$ cat src/rtl/fp_seq_mul_if.sv
// Handshake bundle for the sequential FP multiplier.
// Operand side in, product and exception flags out.
interface fp_seq_mul_if #(
  parameter int EXP_W = 8,
  parameter int MAN_W = 23
);
  localparam int W = 1 + EXP_W + MAN_W;

  logic         in_valid;
  logic         in_ready;
  logic [W-1:0] a;
  logic [W-1:0] b;
  logic         out_valid;
  logic         out_ready;
  logic [W-1:0] result;
  logic         overflow;
  logic         underflow;
  logic         invalid;
  logic         inexact;

  modport master (
    output in_valid, a, b, out_ready,
    input  in_ready, out_valid, result,
    input  overflow, underflow, invalid, inexact
  );

  modport slave (
    input  in_valid, a, b, out_ready,
    output in_ready, out_valid, result,
    output overflow, underflow, invalid, inexact
  );
endinterface

$ cat src/rtl/fp_seq_mul.sv
// Sequential IEEE-style FP multiplier: shift-add mantissa loop,
// RNE rounding, DAZ inputs, flush-to-zero, special values, flags.
module fp_seq_mul #(
  parameter int EXP_W = 8,
  parameter int MAN_W = 23
) (
  input logic        clk,
  input logic        rst,
  fp_seq_mul_if.slave bus
);
  localparam int M   = MAN_W + 1;
  localparam int W   = 1 + EXP_W + MAN_W;
  localparam int CW  = $clog2(M);
  localparam int EW2 = EXP_W + 2;
  localparam int BIAS = (1 << (EXP_W - 1)) - 1;

  localparam logic signed [EW2-1:0] EMAX_S =
    EW2'((1 << EXP_W) - 1);
  localparam logic signed [EW2-1:0] ONE_S = EW2'(1);
  localparam logic [EXP_W-1:0] EONES = '1;
  localparam logic [W-1:0] QNAN =
    {1'b0, EONES, 1'b1, {(MAN_W-1){1'b0}}};

  typedef enum logic [1:0] {
    IDLE, MUL, NORM, DONE
  } state_t;

  state_t          state;
  logic [W-1:0]    ra;
  logic [W-1:0]    rb;
  logic [2*M-1:0]  acc;
  logic [CW-1:0]   cnt;

  logic             sa, sb, sr;
  logic [EXP_W-1:0] ea, eb;
  logic [MAN_W-1:0] fa, fb;

  assign sa = ra[W-1];
  assign sb = rb[W-1];
  assign ea = ra[W-2:MAN_W];
  assign eb = rb[W-2:MAN_W];
  assign fa = ra[MAN_W-1:0];
  assign fb = rb[MAN_W-1:0];
  assign sr = sa ^ sb;

  logic            a_nan, b_nan, a_inf, b_inf;
  logic            a_zero, b_zero;

  assign a_nan  = (ea == EONES) && (fa != '0);
  assign b_nan  = (eb == EONES) && (fb != '0);
  assign a_inf  = (ea == EONES) && (fa == '0);
  assign b_inf  = (eb == EONES) && (fb == '0);
  assign a_zero = (ea == '0);
  assign b_zero = (eb == '0);

  logic [M-1:0]    sig_b;
  logic [2*M-1:0]  pp;
  logic [2*M-1:0]  norm;
  logic [M-1:0]    keep;
  logic            hi, guard, sticky, rnd;
  logic [M:0]      sum;
  logic signed [EW2-1:0] e0;
  logic            ovf, unf;
  logic [MAN_W-1:0] frac_n;

  logic [W-1:0]    n_res;
  logic            n_ovf, n_unf, n_inv, n_inx;

  // Partial product, normalise and round from the accumulator
  always_comb begin
    sig_b  = {1'b1, fb};
    pp     = '0;
    if (sig_b[cnt])
      pp = {{M{1'b0}}, 1'b1, fa} << cnt;
    hi     = acc[2*M-1];
    norm   = hi ? acc : (acc << 1);
    keep   = norm[2*M-1:M];
    guard  = norm[M-1];
    sticky = |norm[M-2:0];
    rnd    = guard & (sticky | keep[0]);
    sum    = {1'b0, keep} + (M+1)'(rnd);
    e0     = EW2'(ea) + EW2'(eb) - EW2'(BIAS)
           + EW2'(hi) + EW2'(sum[M]);
    ovf    = (e0 >= EMAX_S);
    unf    = (e0 < ONE_S);
    frac_n = sum[M] ? '0 : sum[MAN_W-1:0];
  end

  // Special-value priority and range handling
  always_comb begin
    n_res = '0;
    n_ovf = 1'b0;
    n_unf = 1'b0;
    n_inv = 1'b0;
    n_inx = 1'b0;
    if (a_nan | b_nan) begin
      n_res = QNAN;
    end else if ((a_inf & b_zero) | (a_zero & b_inf)) begin
      n_res = QNAN;
      n_inv = 1'b1;
    end else if (a_inf | b_inf) begin
      n_res = {sr, EONES, {MAN_W{1'b0}}};
    end else if (a_zero | b_zero) begin
      n_res = {sr, {(W-1){1'b0}}};
    end else if (ovf) begin
      n_res = {sr, EONES, {MAN_W{1'b0}}};
      n_ovf = 1'b1;
      n_inx = 1'b1;
    end else if (unf) begin
      n_res = {sr, {(W-1){1'b0}}};
      n_unf = 1'b1;
      n_inx = 1'b1;
    end else begin
      n_res = {sr, e0[EXP_W-1:0], frac_n};
      n_inx = guard | sticky;
    end
  end

  // Control FSM with registered handshake, result and flags
  always_ff @(posedge clk) begin
    if (rst) begin
      state         <= IDLE;
      ra            <= '0;
      rb            <= '0;
      acc           <= '0;
      cnt           <= '0;
      bus.in_ready  <= 1'b1;
      bus.out_valid <= 1'b0;
      bus.result    <= '0;
      bus.overflow  <= 1'b0;
      bus.underflow <= 1'b0;
      bus.invalid   <= 1'b0;
      bus.inexact   <= 1'b0;
    end else begin
      unique case (state)
        IDLE: begin
          if (bus.in_valid) begin
            ra           <= bus.a;
            rb           <= bus.b;
            acc          <= '0;
            cnt          <= '0;
            bus.in_ready <= 1'b0;
            state        <= MUL;
          end
        end
        MUL: begin
          acc <= acc + pp;
          cnt <= cnt + CW'(1);
          if (cnt == CW'(M-1))
            state <= NORM;
        end
        NORM: begin
          bus.result    <= n_res;
          bus.overflow  <= n_ovf;
          bus.underflow <= n_unf;
          bus.invalid   <= n_inv;
          bus.inexact   <= n_inx;
          bus.out_valid <= 1'b1;
          state         <= DONE;
        end
        DONE: begin
          if (bus.out_ready) begin
            bus.out_valid <= 1'b0;
            bus.in_ready  <= 1'b1;
            state         <= IDLE;
          end
        end
        default: state <= IDLE;
      endcase
    end
  end
endmodule
$ cat src/flat_wrapper.sv
// flat-port wrapper written by rule: the top's interface ports become plain ports
module fp_seq_mul_flat 
#(
  parameter int EXP_W = 8,
  parameter int MAN_W = 23
)
  (clk, rst, bus_in_valid, bus_a, bus_b, bus_out_ready, bus_in_ready, bus_out_valid, bus_result, bus_overflow, bus_underflow, bus_invalid, bus_inexact);
  fp_seq_mul_if #(.EXP_W(EXP_W), .MAN_W(MAN_W)) bus_i ();
  input logic clk;
  input logic rst;
  input wire logic [$bits(bus_i.in_valid)-1:0] bus_in_valid;
  input wire logic [$bits(bus_i.a)-1:0] bus_a;
  input wire logic [$bits(bus_i.b)-1:0] bus_b;
  input wire logic [$bits(bus_i.out_ready)-1:0] bus_out_ready;
  output wire logic [$bits(bus_i.in_ready)-1:0] bus_in_ready;
  output wire logic [$bits(bus_i.out_valid)-1:0] bus_out_valid;
  output wire logic [$bits(bus_i.result)-1:0] bus_result;
  output wire logic [$bits(bus_i.overflow)-1:0] bus_overflow;
  output wire logic [$bits(bus_i.underflow)-1:0] bus_underflow;
  output wire logic [$bits(bus_i.invalid)-1:0] bus_invalid;
  output wire logic [$bits(bus_i.inexact)-1:0] bus_inexact;
  assign bus_i.in_valid = bus_in_valid;
  assign bus_i.a = bus_a;
  assign bus_i.b = bus_b;
  assign bus_i.out_ready = bus_out_ready;
  assign bus_in_ready = bus_i.in_ready;
  assign bus_out_valid = bus_i.out_valid;
  assign bus_result = bus_i.result;
  assign bus_overflow = bus_i.overflow;
  assign bus_underflow = bus_i.underflow;
  assign bus_invalid = bus_i.invalid;
  assign bus_inexact = bus_i.inexact;
  fp_seq_mul #(.EXP_W(EXP_W), .MAN_W(MAN_W)) u_core (.clk(clk), .rst(rst), .bus(bus_i));
endmodule
$ cat config.mk
export PLATFORM = sky130hd
export DESIGN_NAME = fp_seq_mul_flat
export DESIGN_NICKNAME = d
export VERILOG_FILES = /design/src/rtl/fp_seq_mul_if.sv /design/src/rtl/fp_seq_mul.sv /design/src/flat_wrapper.sv
export SDC_FILE = /design/constraint.sdc
export NUM_CORES = 1
export LEC_CHECK = 0
export ABC_AREA = 1
export CORE_MARGIN = 2
export CORE_UTILIZATION = 43
export DETAILED_ROUTE_END_ITERATION = 8
export GPL_ROUTABILITY_DRIVEN = 1
export GPL_TIMING_DRIVEN = 0
export HOLD_SLACK_MARGIN = 0.06
export PLACE_DENSITY = 0.72
export SETUP_SLACK_MARGIN = 0.15
export SYNTH_ARGS = -nofsm -noshare
export SYNTH_HDL_FRONTEND = slang
export SYNTH_SLANG_ARGS = --single-unit
$ cat constraint.sdc
create_clock -name clk -period 9.8 [get_ports clk]
set_clock_uncertainty 0.15 [all_clocks]
set_input_delay 2.94 -clock clk [delete_from_list [all_inputs] [get_ports clk]]
set_output_delay 2.94 -clock clk [all_outputs]
set_load 0.05 [all_outputs]
# ---- Word level (Yosys, flattened, before mapping)
# Cells that the tools add are included.
dict set report totals {
  register_bits 157
  in_bits 68
  out_inout_bits 38
  elab_cells 105
}
dict set report op_classes {
  n_addsub 7
  n_lt_le_gt_ge 3
  eq_ne 9
  n_shift 1
  muxes 43
  bitwise 10
  reduce_logical 20
}
# op n
set ops {}
lappend ops {{two-way mux 48 bit} 3}
lappend ops {{two-way mux 31 bit} 4}
lappend ops {{one-hot mux 48 bit (2 select lines)} 1}
lappend ops {{two-way mux 32 bit} 2}
lappend ops {{adder 48 bit} 1}
lappend ops {{left shift 24 x 5 -> 48 bit} 1}
lappend ops {{logical NOT 23 bit} 2}
lappend ops {{nonzero test 23 bit} 2}
lappend ops {{adder 24 x 1 -> 25 bit} 1}
lappend ops {{two-way mux 1 bit} 23}
lappend ops {{two-way mux 23 bit} 1}
lappend ops {{OR reduction 23 bit} 1}
lappend ops {{adder 10 x 1 -> 10 bit} 2}
lappend ops {{equality test 8 bit, second input constant} 2}
lappend ops {{logical NOT 8 bit} 2}
lappend ops {{>= comparator 10 x 9 -> 1 bit, second input constant} 1}
lappend ops {{< comparator 10 x 2 -> 1 bit, second input constant} 1}
lappend ops {{one-hot mux 5 bit (2 select lines)} 1}
lappend ops {{subtractor 10 x 7 -> 10 bit, second input constant} 1}
lappend ops {{adder 8 x 8 -> 9 bit} 1}
lappend ops {{one-hot mux 2 bit (4 select lines)} 1}
lappend ops {{< comparator 5 x 6 -> 1 bit, second input constant} 1}
lappend ops {{two-way mux 2 bit} 3}
lappend ops {{bitwise OR 1 bit} 6}
lappend ops {{other kinds (16)} 29}

# ---- Depth between registers and ports, before layout
# Gate-level depths: netlist of run 1.
dict set report logic_depth {
  word_depth 13
  ltp_mapped 33
  ltp_nobuf 31
}

# ---- Worst setup path before layout of run 1
# No wires, ideal clock.
dict set report synth_path {
  path_kind {flip-flop to flip-flop}
  from {register u_core.acc[47]}
  to {register u_core.bus.result[17]}
  setup_ps 138
  arrival_ps 4204
  required_ps 9512
  setup_slack_ps 5308
  path_stages_with_launch 32
  n_path_buf 3
  period_less_slack_ps 4492
  path_cell_list {dfxtp_1 > buf_6 > buf_6 > nand2_1 > nand2_1 > nand2_1 > inv_1 > ha_1 > inv_1 > nor2_2 > nand2_2 > nor2_4 > nand4_1 > nor4_1 > nand4_1 > nor3_1 > ha_1 > inv_1 > fa_1 > inv_1 > or2_2 > nor2_1 > nand2_1 > nor2_1 > nand2_1 > nor2_1 > nand3_2 > nand2_2 > inv_2 > buf_6 > nand3_1 > a21oi_1}
}
dict set report synth_between {
  elab_chain_cells 13
  word_cells_on_any_way 16
  classes_between {add/sub: 3; order compare: 2; mux: 8; bitwise: 2; reduce/logical: 1}
}
# item line_no
set synth_rtl {}
lappend synth_rtl {{start: declaration} fp_seq_mul.sv:31} ;# logic [2*M-1:0] acc;
lappend synth_rtl {{start signal: assignment} fp_seq_mul.sv:147} ;# acc <= acc + pp;
lappend synth_rtl {{two-way mux 48 bit} fp_seq_mul.sv:76} ;# norm = hi ? acc : (acc << 1);
lappend synth_rtl {{OR reduction 23 bit} fp_seq_mul.sv:79} ;# sticky = |norm[M-2:0];
lappend synth_rtl {{bitwise OR 1 bit} fp_seq_mul.sv:80} ;# rnd = guard & (sticky | keep[0]);
lappend synth_rtl {{AND 1 bit} fp_seq_mul.sv:80}
lappend synth_rtl {{adder 24 x 1 -> 25 bit} fp_seq_mul.sv:81} ;# sum = {1'b0, keep} + (M+1)'(rnd);
lappend synth_rtl {{adder 10 x 1 -> 10 bit} fp_seq_mul.sv:83} ;# + EW2'(hi) + EW2'(sum[M]);
lappend synth_rtl {{< comparator 10 x 2 -> 1 bit} fp_seq_mul.sv:85} ;# unf = (e0 < ONE_S);
lappend synth_rtl {{two-way mux 31 bit} fp_seq_mul.sv:109} ;# end else if (unf) begin
lappend synth_rtl {{two-way mux 31 bit *} fp_seq_mul.sv:105} ;# end else if (ovf) begin
lappend synth_rtl {{two-way mux 31 bit *} fp_seq_mul.sv:103} ;# end else if (a_zero | b_zero) begin
lappend synth_rtl {{two-way mux 31 bit *} fp_seq_mul.sv:101} ;# end else if (a_inf | b_inf) begin
lappend synth_rtl {{two-way mux 32 bit *} fp_seq_mul.sv:98} ;# end else if ((a_inf & b_zero) | (a_zero & b_inf)) begin
lappend synth_rtl {{two-way mux 32 bit *} fp_seq_mul.sv:96} ;# if (a_nan | b_nan) begin
lappend synth_rtl {{end signal: assignment} fp_seq_mul.sv:153} ;# bus.result <= n_res;
lappend synth_rtl {{end: declaration} fp_seq_mul_if.sv:29} ;# output in_ready, out_valid, result,
# Every way passes the cells marked *; elsewhere a longest branch is shown, timed or not.
# A chain may end at the register's enable or synchronous reset.

# ---- Final worst setup path of run 1
dict set report layout_path {
  from {register u_core.acc[47]}
  to {register u_core.bus.result[22]}
}
# The elaborated chain is that of the path after synthesis.

==> results of run 1 <==
[through the flow]
stage                     power (W)  worst slack, ns  std cells
after floorplan            0.001723            5.308       2117
after global placement     0.002094            4.305       2612
after detailed placement   0.002119            4.289       2612
after CTS                  0.002798            4.415       2642
after global routing       0.002997            3.813       2642
final                      0.002808            4.420       2642
[cells in the mapped netlist (12+ instances only)]
library cell | count | area, µm²
a21o_1 | 13 | 97.59
nor2_2 | 18 | 112.6
a31oi_1 | 17 | 106.4
inv_1 | 248 | 930.9
nand4_1 | 42 | 262.8
dfxtp_1 | 157 | 3143
a21oi_1 | 265 | 1326
clkbuf_1 | 61 | 229.0
nand3_1 | 100 | 500.5
nand2_2 | 14 | 87.58
ha_1 | 67 | 838.3
nor3_1 | 21 | 105.1
o21ai_0 | 231 | 1156
mux2i_1 | 24 | 240.2
nor4_1 | 12 | 75.07
or2_2 | 20 | 125.1
nand2_1 | 437 | 1640
nor2_1 | 223 | 837.1
[final cells by class]
type	count	area (µm²)	share of cell area [%]
Inverter	261	979.7	6.474
Clock buffer	18	439.2	2.902
Clock inverter	12	138.9	0.9177
Buffer	84	417.9	2.761
Tap cell	390	488.0	3.224
Multi-Input combinational cell	1615	8476	56.01
Timing Repair Buffer	105	1051	6.945
Sequential cell	157	3143	20.77
[worst reg2reg max path: cells and delay by family (launching register included)]
family	cells	cell delay (ns)
buf+inv	9	0.97
compound gates	1	0.09
simple gates	19	2.75
fa+ha+maj	3	0.81
flops	1	0.48
[cell families (layout without fill, tap and decap cells)]
family,after synthesis,in the layout
adder cells (fa/ha/maj),70,70
AND/OR/NAND/NOR,913,913
flip-flops,157,157
XOR/XNOR,15,15
AO/OA/AOI/OAI,592,592
buffers and inverters,345,480
multiplexers,25,25
[cells in the final DEF, fill, tap and decap left out, types with 20 or more instances in the layout]
| cell type | instances |
|---|---|
| inv_1 | 248 |
| o21ai_0 | 231 |
| mux2i_1 | 24 |
| dfxtp_1 | 157 |
| ha_1 | 67 |
| a21oi_1 | 265 |
| clkdlybuf4s50_1 | 105 |
| nor3_1 | 21 |
| or2_2 | 20 |
| clkbuf_1 | 61 |
| nor2_1 | 223 |
| nand3_1 | 100 |
| nand4_1 | 42 |
| nand2_1 | 437 |
[layer usage]
| layer | part of all wire [%] | routed length [µm] |
|---|---|---|
| met4 | 2.2 | 991 |
| met5 | 0 | 0 |
| met3 | 6.3 | 2874 |
| met2 | 47 | 21380 |
| met1 | 45 | 20400 |
[worst max-delay path by stage]
stage / slack (ns) / startpoint / cells past startpoint / endpoint
floorplan: 5.31 / u_core.acc[47] / 31 / u_core.bus.result[17]
global placement: 4.31 / bus_in_valid / 7 / u_core.acc[4]
detailed placement: 4.29 / bus_in_valid / 7 / u_core.acc[4]
CTS: 4.41 / u_core.acc[47] / 32 / u_core.bus.result[22]
global route: 3.81 / u_core.acc[47] / 32 / u_core.bus.result[22]
finish: 4.42 / u_core.acc[47] / 32 / u_core.bus.result[22]
[flip-flops by register name, summed over array words and instances (netlist names)]
name and flops:
u_core.bus.result 32, u_core.state 2, u_core.cnt 5, u_core.ra 32, u_core.rb 32, u_core.acc 48
u_core.bus.in_ready 1, u_core.bus.out_valid 1, u_core.bus.underflow 1, u_core.bus.overflow 1, u_core.bus.invalid 1, u_core.bus.inexact 1
[report_power, final]
| group | internal (W) | switching, W | leakage [nW] |
|---|---|---|---|
| Clock | 0.000382 | 0.000297 | 0.283 |
| Sequential | 0.000733 | 0.0000583 | 1.28 |
| Combinational | 0.000412 | 0.000925 | 4.59 |
==> metrics, run 1 <==
status complete, no violations; Hold Path Stages 2; core footprint 29,720 µm²; M2 GR Usage 48.64%; Worst-Margin Slew 0.8519 ns; root buffer selected by CTS clkbuf_16; largest family of logic cells by synthesized area simple AND/OR/NAND/NOR gates; complex-gate fraction of the synthesized area 24.41%; dpl hpwl 37,950 µm; met1 Resource Use GR 38.24%; Final nets 2,379; Total GRT Usage 28.92%; Min-Delay Path Class flip-flop to flip-flop; Lkg Pwr 6.149 nW; # H-tree levels 4; final hold vios 0; Adder-Cell Fraction of Synth Area 6.902%; fin crit period 5.380 ns; CTS tree built; vias in the first global route 13.50k; placed inst area roughly 15,000 µm²; Rel. slew slack between 40 and 50%; Netlist cell types 53; Worst EP required 10.00 ns; Vert. Die Dim roughly 180 µm; R2R setup slack 4.42 ns; setup_tns 0 ns; max cap viols 0; CTS Hold Bufs 0; CTS clk-pin slew, worst paths 0.07 ns; synth warn 0; kind of cell adding the most delay to the critical path simple AND/OR/NAND/NOR gates; FF+latch count, synth 157; CTS resizes 0; slowest CP cell dfxtp_1; clock latency at the later pin of the worst-skew pair 0.46 ns; # rows 63; maximum vdd drop approximately 0.00013 V; Hold Crit Endpoint u_core.bus.result[20]; antenna-violating nets left 0; worst reg-to-reg path cell count 32; DRT Pass-1 Iters 6; fillers 3,132; Crit Path Max Fanout 10; RR Endpoint u_core.bus.result[22]; DR vias 14.49k; worst-case clock buffer depth 2; CP bufs+invs 9; Tcrit/Tclk final between 50% and 60%; Initial Utilization a little over two fifths; critical path class flip-flop to flip-flop; first-pass GRT wire length 71,050 µm; Fmax about 190 MHz; GPL Wtd Cong 0.9907; Avg Synthesized Cell Area 6.148 µm²; Post-synth EDFFs 0; mux cell area share after synthesis 1.951%; CTS Buf Count 17; Min-Delay Startpoint u_core.bus.result[20]; post-synthesis xor/xnor area fraction 1.009%; share of cells above drive strength 1 6.528%; die area 31,680 µm²; mapped cell area between 10,000 and 15,000 µm²; Crit path arrival time 5.58 ns; syn_nets 2,255; Layout Utilization slightly above 50%; Post-Synth Simple-Gate Area between 30% and 40%; Routed WL 45,650 µm; number of remaining DRC errors 0; postcts setup bufs 0; Antenna Cells 0; met3 Use GR 4.668%; Power Dens Cells between 150 and 200 nW/µm²; gr busiest metal met2; Main synth FF type dfxtp_1; Die Wd between 150 and 200 µm; DR iter-0 viols between 1k and 1.5k; async set-or-reset flop fraction in the synthesized netlist 0%; r2r startpoint u_core.acc[47]; grt ovf 0; routed vias/inst 5.484; largest net degree at the start of global routing 17; IO buf count 105; Max stage delay on crit path 0.48 ns; hold_ws 0.3131 ns; total clock sinks 157; initial antenna violation count 0; final instance area 15,130 µm²; final setup vio count 0; RSZ-0062 raised after global routing no; Setup crit start kind flip-flop; Top Ports 106; WL per Instance 17.28 µm; Worst setup EP type flip-flop; share of the yosys chip area belonging to registers 24.15%; count of mapped cells out of synthesis 2,117; synthesis-to-layout area growth 16.26%; fin. max-slew vios 0
(Power assumes the default switching activity.)
==> run 2: changes to the inputs <==
Clock period 9.8 ns to 5.3 ns, I/O delays scaled along.
==> run 2 against run 1 <==
Effect of this change: highest routed layer unchanged; via count grew 0.52%; largest power group unchanged; non-clock buffer count rose by 9; sequential cell count unchanged.
==> metrics, run 2 (same netlist as run 1, synthesis figures left out) <==
Top Ports 106 (unchanged); Worst-Margin Slew 0.8933 ns (+0.04141 ns); CTS tree built; slowest CP cell clkinv_1; Hold Path Stages 2 (unchanged); Die Wd 178.0 µm (unchanged); Worst EP required 5.47 ns (-4.53 ns); # rows 63 (unchanged); first-pass GRT wire length 71,110 µm (about the same); placed inst area 14,560 µm² (unchanged); critical path class flip-flop to flip-flop; Crit path arrival time 4.97 ns (-0.61 ns); CTS clk-pin slew, worst paths 0.07 ns (about the same); core footprint 29,720 µm² (unchanged); grt ovf 0 (unchanged); Min-Delay Startpoint u_core.bus.result[20]; clock latency at the later pin of the worst-skew pair 0.46 ns (about the same); final hold vios 0 (unchanged); internal cell power 0.002830 W (+85%); largest net degree at the start of global routing 17 (unchanged); Logic pwr share 47.8% (+0.2 points); Multi-input gate area 8536 µm² (+0.71%); Max stage delay on crit path 0.35 ns (-0.13 ns); Lkg Pwr 6.216 nW (+1.1%); Register Area 3147 µm² (+0.12%); Total GRT Usage 28.93% (about the same); Rel. slew slack 40.44% (-2.2 points); Flop pwr share 28.0% (-0.2 points); Antenna Cells 0 (unchanged); CTS Buf Count 17 (unchanged); Power Dens Cells 341.1 nW/µm² (+84%); Finished Layout Cells 2,651 (+0.34%); number of remaining DRC errors 0 (unchanged); Crit Path Max Fanout 10 (unchanged); RSZ-0062 raised after global routing no; most frequent cells in the layout 435 x nand2_1, 265 x a21oi_1, 247 x inv_1; worst reg-to-reg path cell count 21 (-34%); DR iter-0 viols 1,128 (-2.8%); Worst setup EP type flip-flop; worst-case clock buffer depth 2 (unchanged); final instance area 15,280 µm² (+1.0%); Layout Utilization 51.43% (+0.51 points); Tcrit/Tclk final 90.63% (+36 points); DRT Pass-1 Iters 6 (unchanged); IO buf count 105 (unchanged); GPL Wtd Cong 0.9907 (unchanged); hold_ws 0.3122 ns (-0.0008870 ns); vias in the first global route 13.51k (+0.089%); Vert. Die Dim 178.0 µm (unchanged); most common cell after layout, fill and taps aside nand2_1; final setup vio count 0 (unchanged); fin crit period 4.804 ns (-0.5767 ns); clock share of power 24.2% (about the same); routed vias/inst 5.494 (+0.18%); switching power 0.002385 W (+86%); R2R setup slack 0.50 ns (-3.92 ns); # H-tree levels 4 (unchanged); setup_tns 0 ns (unchanged); dpl cells 2,612 (unchanged); share of cells above drive strength 1 7.740% (+1.2 points); antenna-violating nets left 0 (unchanged); status complete, no violations; Initial Utilization 43.80% (unchanged); worst path cell trace clkbuf_1 > clkinv_1 > nor2_1 > inv_1 > a21oi_1 > nor4b_2 > nor2_1 > inv_1 > clkbuf_2 > nor2_1 > ha_1 > a21oi_1 > a21boi_1 > nand2_1 > nand2_1 > nand2_1 > a21oi_1 > o21bai_1 > or2_2 > nand3_1 > a21oi_1; Setup crit start kind flip-flop; Min-Delay Path Class flip-flop to flip-flop; Largest register FFs 48 (unchanged); r2r startpoint u_core.cnt[3]; CTS Hold Bufs 0 (unchanged); Net Sw Frac 45.73% (+0.12 points); die area 31,680 µm² (unchanged); initial antenna violation count 0 (unchanged); Fmax 208.2 MHz (+12%); largest reg by FF count u_core.acc; Final nets 2,388 (+0.38%); fin. max-slew vios 0 (unchanged); max cap viols 0 (unchanged); dpl hpwl 37,950 µm (unchanged); RR Endpoint u_core.acc[28]; fillers 3,116 (-0.51%); root buffer selected by CTS clkbuf_16; cell mode on critical path a21oi_1; Hold Crit Endpoint u_core.bus.result[20]; WL per Instance 17.31 µm (+0.16%); total clock sinks 157 (unchanged); Routed WL 45,880 µm (+0.50%); DR vias 14.56k (+0.52%); synthesis-to-layout area growth 17.43%; maximum vdd drop 0.0002465 V (+86%)
run 2: changes by cell type in the layout (fill, tap and decap cells not counted), sizes merged:
cell,change
buf,+9
run 2: area by class of cell:
cell class / count / share of cell area (%)
multi-input cells: 1615 / 55.84
flip-flops and latches: 157 / 20.59
repair buffers: 114 / 7.318
inverters: 261 / 6.410
well taps: 390 / 3.193
clock buffers: 18 / 2.873
plain buffers: 84 / 2.865
clock inverters: 12 / 0.9086
run 2: what timing repair did:
action | CTS | global route
endpoints found under the hold margin | 0 | 0
resized for setup | 3 | 34
endpoints found under the setup margin | 30 | 51
setup buffers | 1 | 8
pin swaps | 0 | 8
run 2: through the flow:
step / total power [W] / worst slack [ns]
detailed placement: 0.003918 / -0.05445
CTS: 0.005174 / 0.2365
finish: 0.005214 / 0.4964
floorplan: 0.003185 / 0.8080
global route: 0.005556 / 0.1219
global placement: 0.003871 / 0.01296
run 2: critical path: cells and delay by family (launching register included):
family                     cells  cell delay [ns]
and+or+nand+nor                9             1.39
AOI/OAI and AO/OA              6             1.34
buffers and inverters          5             1.16
DFF                            1             0.31
adders and majority gates      1             0.30
run 2: routing by layer:
layer,up-vias,GRT usage (%),part of all wire [%]
li1,7319,-,-
met1,6712,38.25,45
met2,471,48.69,47
met3,62,4.668,5.7
met4,0,7.958,2.1
met5,-,0,0
run 2: worst max-delay path by stage:
stage,from,to,slack [ns]
final,u_core.cnt[3],u_core.acc[28],0.50
after global routing,u_core.acc[47],u_core.bus.result[5],0.12
after CTS,u_core.cnt[0],u_core.acc[28],0.24
after detailed placement,u_core.acc[47],u_core.bus.result[22],-0.05
after global placement,u_core.acc[47],u_core.bus.result[22],0.01
after floorplan,u_core.acc[47],u_core.bus.result[17],0.81
run 2: power by group through the flow:
stage / clock network (W) / logic, W / registers [W]
2_1_floorplan: 0 / 0.00163 / 0.00155
3_3_place_gp: 0 / 0.00239 / 0.00148
3_5_place_dp: 0 / 0.00243 / 0.00149
4_1_cts: 0.00127 / 0.00244 / 0.00146
5_1_grt: 0.00132 / 0.00275 / 0.00148
6_report: 0.00126 / 0.00249 / 0.00146
